<file path="src/rtl/tx_pulse_gen.sv">
// rtl/tx_pulse_gen.sv - per-channel delayed bipolar transmit burst generator (optional TX_MASK_EN channel mask)
module tx_pulse_gen #(
    parameter int NUM_CHANNELS      = 4,
    parameter int DELAY_WIDTH       = 8,
    parameter int HALF_PERIOD_WIDTH = 8,
    parameter int NUM_CYCLES_WIDTH  = 4,
    parameter int TIME_WIDTH        = 16
) (
    input  logic                                clk,
    input  logic                                reset,
    input  logic                                start,
    input  logic [NUM_CHANNELS*DELAY_WIDTH-1:0] delay_flat,
    input  logic [HALF_PERIOD_WIDTH-1:0]        half_period,
    input  logic [NUM_CYCLES_WIDTH-1:0]         num_cycles,
`ifdef TX_MASK_EN
    input  logic [NUM_CHANNELS-1:0]             ch_mask,
`endif
    output logic [NUM_CHANNELS-1:0]             tx_p,
    output logic [NUM_CHANNELS-1:0]             tx_n,
    output logic                                busy,
    output logic                                done,
    output logic [1:0]                          debug_state
);

    localparam int BURST_W = HALF_PERIOD_WIDTH + NUM_CYCLES_WIDTH + 1;

    typedef enum logic [1:0] {
        IDLE = 2'd0,
        FIRE = 2'd1,
        DONE = 2'd2
    } state_t;

    state_t                       state, next_state;
    logic [TIME_WIDTH-1:0]        t;
    logic [DELAY_WIDTH-1:0]       lat_delay [NUM_CHANNELS];
    logic [HALF_PERIOD_WIDTH-1:0] lat_hp;
    logic [BURST_W-1:0]           lat_burst;
    logic [NUM_CHANNELS-1:0]      run, fin, neg, fin_next, start_mask;
    logic [HALF_PERIOD_WIDTH-1:0] ph_cnt [NUM_CHANNELS];
    logic [BURST_W-1:0]           cnt    [NUM_CHANNELS];
    logic [BURST_W-1:0]           burst_len;
    logic                         empty_event;

    // Channel enables for a new event; the mask is packed like delay_flat (channel 0 in the MSB).
    always_comb begin
        start_mask = '1;
`ifdef TX_MASK_EN
        for (int i = 0; i < NUM_CHANNELS; i++) begin
            start_mask[i] = ch_mask[NUM_CHANNELS-1-i];
        end
`endif
    end

    // Burst length and the "nothing to fire" condition for the event being started.
    always_comb begin
        burst_len   = (BURST_W'(half_period) * BURST_W'(num_cycles)) << 1;
        empty_event = (half_period == '0) || (num_cycles == '0) || (start_mask == '0);
    end

    // Finished flags as they will be after this edge, and FSM next state.
    always_comb begin
        next_state = state;
        for (int i = 0; i < NUM_CHANNELS; i++) begin
            fin_next[i] = fin[i] | (run[i] && (cnt[i] == lat_burst));
        end
        case (state)
            IDLE:    if (start) next_state = empty_event ? DONE : FIRE;
            FIRE:    if (&fin_next) next_state = DONE;
            DONE:    next_state = IDLE;
            default: next_state = IDLE;
        endcase
    end

    // FSM state register.
    always_ff @(posedge clk) begin
        if (reset) state <= IDLE;
        else       state <= next_state;
    end

    // Latch settings on an accepted start and run the global firing timer.
    always_ff @(posedge clk) begin
        if (reset) begin
            t         <= '0;
            lat_hp    <= '0;
            lat_burst <= '0;
            for (int i = 0; i < NUM_CHANNELS; i++) lat_delay[i] <= '0;
        end else if (state == IDLE) begin
            t <= '0;
            if (start) begin
                lat_hp    <= half_period;
                lat_burst <= burst_len;
                for (int i = 0; i < NUM_CHANNELS; i++) begin
                    lat_delay[i] <= delay_flat[(NUM_CHANNELS-1-i)*DELAY_WIDTH +: DELAY_WIDTH];
                end
            end
        end else if (state == FIRE) begin
            t <= t + 1'b1;
        end else begin
            t <= '0;
        end
    end

    // Per-channel burst engines: arm when t hits the delay, then emit p/n phases and drop low.
    always_ff @(posedge clk) begin
        if (reset || (state != IDLE && state != FIRE)) begin
            tx_p <= '0;
            tx_n <= '0;
            run  <= '0;
            fin  <= '0;
            neg  <= '0;
            for (int i = 0; i < NUM_CHANNELS; i++) begin
                ph_cnt[i] <= '0;
                cnt[i]    <= '0;
            end
        end else if (state == IDLE) begin
            tx_p <= '0;
            tx_n <= '0;
            run  <= '0;
            neg  <= '0;
            fin  <= start ? ~start_mask : '0;
            for (int i = 0; i < NUM_CHANNELS; i++) begin
                ph_cnt[i] <= '0;
                cnt[i]    <= '0;
            end
        end else begin
            for (int i = 0; i < NUM_CHANNELS; i++) begin
                if (run[i]) begin
                    if (cnt[i] == lat_burst) begin
                        tx_p[i] <= 1'b0;
                        tx_n[i] <= 1'b0;
                        run[i]  <= 1'b0;
                        fin[i]  <= 1'b1;
                    end else begin
                        tx_p[i] <= ~neg[i];
                        tx_n[i] <= neg[i];
                        cnt[i]  <= cnt[i] + 1'b1;
                        if (ph_cnt[i] == lat_hp - HALF_PERIOD_WIDTH'(1)) begin
                            ph_cnt[i] <= '0;
                            neg[i]    <= ~neg[i];
                        end else begin
                            ph_cnt[i] <= ph_cnt[i] + 1'b1;
                        end
                    end
                end else if (!fin[i] && (t == TIME_WIDTH'(lat_delay[i]))) begin
                    run[i]    <= 1'b1;
                    cnt[i]    <= '0;
                    ph_cnt[i] <= '0;
                    neg[i]    <= 1'b0;
                end
            end
        end
    end

    assign busy        = (state == FIRE) || (state == DONE);
    assign done        = (state == DONE);
    assign debug_state = state;

endmodule

</file>
<file path="config.mk">
export PLATFORM = sky130hd
export DESIGN_NAME = tx_pulse_gen
export DESIGN_NICKNAME = d
export VERILOG_FILES = /design/src/rtl/tx_pulse_gen.sv
export SDC_FILE = /design/constraint.sdc
export NUM_CORES = 1
export LEC_CHECK = 0
export CAP_MARGIN = 20
export CELL_PAD_IN_SITES_DETAIL_PLACEMENT = 2
export CELL_PAD_IN_SITES_GLOBAL_PLACEMENT = 2
export CORE_MARGIN = 4
export CORE_UTILIZATION = 42
export DETAILED_ROUTE_END_ITERATION = 10
export MAX_ROUTING_LAYER = met4
export PLACE_DENSITY_LB_ADDON = 0.1
export SYNTH_ARGS = -nofsm -noshare
export SYNTH_HDL_FRONTEND = slang
export SYNTH_SLANG_ARGS = --single-unit
</file>
<file path="constraint.sdc">
create_clock -name clk -period 8.7 [get_ports clk]
set_input_delay 1.305 -clock clk [delete_from_list [all_inputs] [get_ports clk]]
set_output_delay 1.305 -clock clk [all_outputs]
set_load 0.01 [all_outputs]
</file>
# After elaboration in Yosys (flattened, before gate mapping)
# Memories as Yosys holds them, arrays and structs flattened.
# Cells that the tools add are included.
[word_totals]
wordCells = 301
n_memories = 3
out_inout_bits = 12
reg_bits = 58
ram_bits = 116
[memory_table]
columns = ["memory", "depth", "width", "read_ports", "rd_clocked_by_memory_dff", "wr", "line", "source"]
rows = [
  ["cnt", 4, 13, 4, 0, 4, "40", "logic [BURST_W-1:0] cnt [NUM_CHANNELS];"],
  ["lat_delay", 4, 8, 4, 0, 4, "35", "logic [DELAY_WIDTH-1:0] lat_delay [NUM_CHANNELS];"],
  ["ph_cnt", 4, 8, 4, 0, 4, "39", "logic [HALF_PERIOD_WIDTH-1:0] ph_cnt [NUM_CHANNELS];"],
]
[classes]
reduce_logical = 37
n_mux = 163
n_bitwise = 41
multipliers = 1
n_eq_ne = 25
n_addsub = 10
[ops]
columns = ["operator", "count"]
rows = [
  ["8-bit 2-to-1 mux", 20],
  ["13-bit 2-to-1 mux", 12],
  ["1-bit 2-to-1 mux", 127],
  ["16-bit by 8-bit == test with 1-bit output", 4],
  ["13-bit by 1-bit adder with 13-bit output (second input constant)", 4],
  ["13-bit == test", 4],
  ["1-bit bitwise OR", 36],
  ["8-bit by 1-bit adder with 8-bit output (second input constant)", 4],
  ["8-bit == test", 4],
  ["16-bit by 1-bit adder with 16-bit output (second input constant)", 1],
  ["8-bit by 4-bit multiplier with 12-bit output", 1],
  ["2-bit inequality test (second input constant)", 6],
  ["2-bit AND reduction", 6],
  ["3-bit AND reduction", 4],
  ["2-bit by 1-bit inequality test with 1-bit output (second input constant)", 5],
  ["2-bit nonzero test", 5],
  ["1-bit logical AND", 9],
  ["8-bit logical NOT", 1],
  ["8-bit by 1-bit subtractor with 8-bit output (second input constant)", 1],
  ["2-bit 2-to-1 mux", 3],
  ["1-bit NOT", 5],
  ["1-bit logical NOT", 4],
  ["4-bit logical NOT", 1],
  ["2-bit one-hot mux with 2 select lines", 1],
  ["other kinds (7)", 9],
]

# Logic depth before layout (Yosys ltp)
[depth]
depth_word = 11
depth_mapped = 14
ltp_nobuf = 13

# Least setup slack after synthesis
# OpenSTA, ideal clock, no wires.
[synth_path]
path_type = "input port to flip-flop"
from = "in num_cycles[3]"
to = "reg lat_burst[11]"
path_buffers = 1
setup_slack_ns = 4.214
cell_stages = 13
t_required_ns = 8.583
arrival_ns = 4.369
setup_ns = 0.117
path_cell_list = "clkbuf_1 -> nand2_1 -> fa_1 -> fa_1 -> inv_1 -> fa_1 -> a21o_1 -> a21oi_1 -> o21bai_1 -> a211o_1 -> a31oi_1 -> xnor2_1 -> a22o_1"
[synth_between]
elab_chain_cells = 1
[synth_lines]
columns = ["item", "line", "source"]
rows = [
  ["start, declared", "14", "input logic [NUM_CYCLES_WIDTH-1:0] num_cycles,"],
  ["8-bit by 4-bit multiplier with 12-bit output", "56", "burst_len = (BURST_W'(half_period) * BURST_W'(num_cycles)) << 1;"],
  ["end signal, assigned", "91", "lat_burst <= burst_len;"],
  ["end, declared", "37", "logic [BURST_W-1:0] lat_burst;"],
]
# No other way between the ends.
# A chain may end at the register's enable or synchronous reset.

# Worst setup path in the final report
# Ends and elaborated chain as after synthesis.

==> qor.csv <==
metric;value;unit
die_w;161;um
synth_top_cell_by_area;edfxtp_1;
ys_seq_area_share;44.9;%
slowest_stage;clkdlybuf4s50_1;
cts.repair.resized;0;
post_drt_wl_per_cell;20.7;um
cts-root-buf;clkbuf_16;
row_count;55;
drtIter0Drc;387;
layout_commonest_cell;xor2_1;
r2r-end;ph_cnt[2][7];
finalMaxSlewViolations;0;
start_util;43.1;%
async_reset_ff_share;0;%
clock.fmax;0.210;GHz
clock_path_buffers;2;
p_leak;4.59;nW
path_max_fanout;9;
dpl.hpwl;20.0;mm
cp_common_cell;fa_1;
clkTransAtPathRegs;80;ps
worstRegToRegCells;9;
finalCriticalPeriod;4760;ps
dpl_cell_area;10700;um2
synth_cell_types;58;
total_power;0.00218;W
setup_viol;0;
synth_top_area_share;28.9;%
synth_edf_count;95;
nNetsFinal;1110;
worstSetupStartpointType;primary input;
startpoint;num_cycles[3];
coreArea;22900;um2
rsz0062_at_grt;no;
required;9020;ps
syn_area;9880;um2
gr-usage-all-layers;22.6;%
cpPeakStageDelay;630;ps
n_antenna_cell;0;
grt_first_pass_wirelength;45.4;mm
layout_common_cells;117 x xor2_1, 105 x nor2_1, 95 x edfxtp_1;
final_hold_viol_count;0;
peakVddDrop;0.000121;V
ys_ff_latch;174;
remaining_drc_errors;0;
clkLatencyLatePin;440;ps
worst_clock_skew;10.1;ps
synth.avg_cell_area;9.97;um2
cp_data_arrival_time;5080;ps
setup_tns;0;ps
path_buf_inv;2;
synth_nets;1079;
path_cells;clkdlybuf4s50_1 > nand2_1 > fa_1 > fa_1 > inv_1 > fa_1 > a21o_1 > a21oi_1 > o21bai_1 > a211o_1 > a31oi_1 > xnor2_1 > a22o_1;
ys_top_cells_by_area;edfxtp_1 29%, dfxtp_1 16%, xor2_1 10%;
htreeDepth;4;
ys_warn_count;0;
wl;27.9;mm
vias_per_cell;5.44;
period_share;54.7;%
fp.dieArea;26000;um2
p_per_area;193;nW/um2
drv_cap;0;
cts_tree;built;
grt_pass1_vias;8215;
worst_slew_pin_slew;953;ps
gp_congestion;0.805;
path_delay_family;adder cells;
port_buffers;58;
antenna_left;0;
cp.depth;13;
post_cts_buffers;0;
cts_sinks;174;
grt_max_degree;37;
r2r_slack;5260;ps
max_slew_margin;36.3;%
drive_gt1_share;5.22;%
firstDrtPassIters;4;
status;finished, final reports clean;
synthFlopType;edfxtp_1;
num_vias;7338;
antenna_found_initial;0;
io_pins;59;
cp-end-kind;flip-flop;
numCtsBuffers;17;
synthToLayoutAreaGrowth;14.2;%
reg2reg_from;lat_hp[0];
die_height;161;um
design_area;11300;um2
hp-class;reg2reg;
grt_overflow;0;
endpoint;lat_burst[11];
crit_type;in2reg;
cts_hold_buf;0;
synthCells;991;
## worst min path at each step
stage / startpoint / to / slack [ps] / depth (start not counted)
floorplan: neg[2] / tx_n[2] / 450 / 2
global placement: tx_n[0] / tx_n[0] / 460 / 2
detailed placement: neg[2] / tx_n[2] / 480 / 2
CTS: neg[2] / tx_n[2] / 490 / 2
global route: neg[2] / tx_n[2] / 510 / 2
finish: tx_n[3] / tx_n[3] / 480 / 2
## cells in the mapped netlist (5+ instances only)
master / instances
a21o_1: 5
a21oi_1: 27
a22o_1: 19
and2_1: 26
and3_1: 56
clkbuf_1: 45
dfxtp_1: 79
edfxtp_1: 95
fa_1: 12
ha_1: 29
inv_1: 38
nand2_1: 61
nand2b_1: 6
nand3_1: 56
nand4_1: 12
nor2_1: 106
nor3_1: 23
nor4_1: 16
o21ai_0: 13
o21bai_1: 6
or3_1: 8
xnor2_1: 71
xnor3_1: 7
xor2_1: 117
## registers in the layout, summed over array words and instances (netlist names)
signal       count
tx_p             4
run              4
cnt             52
t               16
ph_cnt          32
debug_state      2
lat_hp           8
lat_delay       32
tx_n             4
fin              4
lat_burst       12
neg              4
## tightest hold or removal path, stage by stage, from the launching register on
cell and delay (ps):
dfxtp_1 330, nand2_1 60, a21oi_1 50
## routing by layer
metal / part of all wire (%) / GRT usage [%]
met5: 0 / -
met4: 1.3 / 5.47
met3: 3.1 / 2.88
met2: 52 / 40.6
met1: 43 / 27.1
## layout make-up
cell class / instances / area [um2]
timing repair buffer: 64 / 626
tap: 313 / 392
clock inverter: 15 / 171
clock buffer: 17 / 425
fill: 2404 / 11600
sequential: 174 / 4430
multi-input combinational: 727 / 5090
inverter: 38 / 143
## where the power goes
group | switching (W) | internal [W] | leakage [nW]
registers | 0.0000676 | 0.000917 | 1.76
logic | 0.000235 | 0.000182 | 2.54
clock network | 0.000386 | 0.000389 | 0.293
## through the flow
stage | cells | util, % | worst slack, ps | hold WS [ps]
6_report | 1348 | 49.2 | 3940 | 477
3_5_place_dp | 1316 | 46.6 | 3540 | 475
5_1_grt | 1348 | 49.2 | 3740 | 507
4_1_cts | 1348 | 49.2 | 3930 | 487
2_1_floorplan | 991 | - | 4210 | 448
3_3_place_gp | 1316 | 46.6 | 3620 | 461
## cells by family after synthesis
| group | count (synthesis) | share of synthesized area [%] |
|---|---|---|
| buffers and inverters | 90 | 3.66 |
| DFF | 174 | 44.9 |
| xor gates and xnor gates | 195 | 18.3 |
| muxes | 4 | 0.418 |
| AOI/OAI and AO/OA | 92 | 6.37 |
| and+or+nand+nor | 395 | 20.3 |
| adders and majority gates | 41 | 6.10 |
Note: power is estimated with default switching activity, not from simulation.
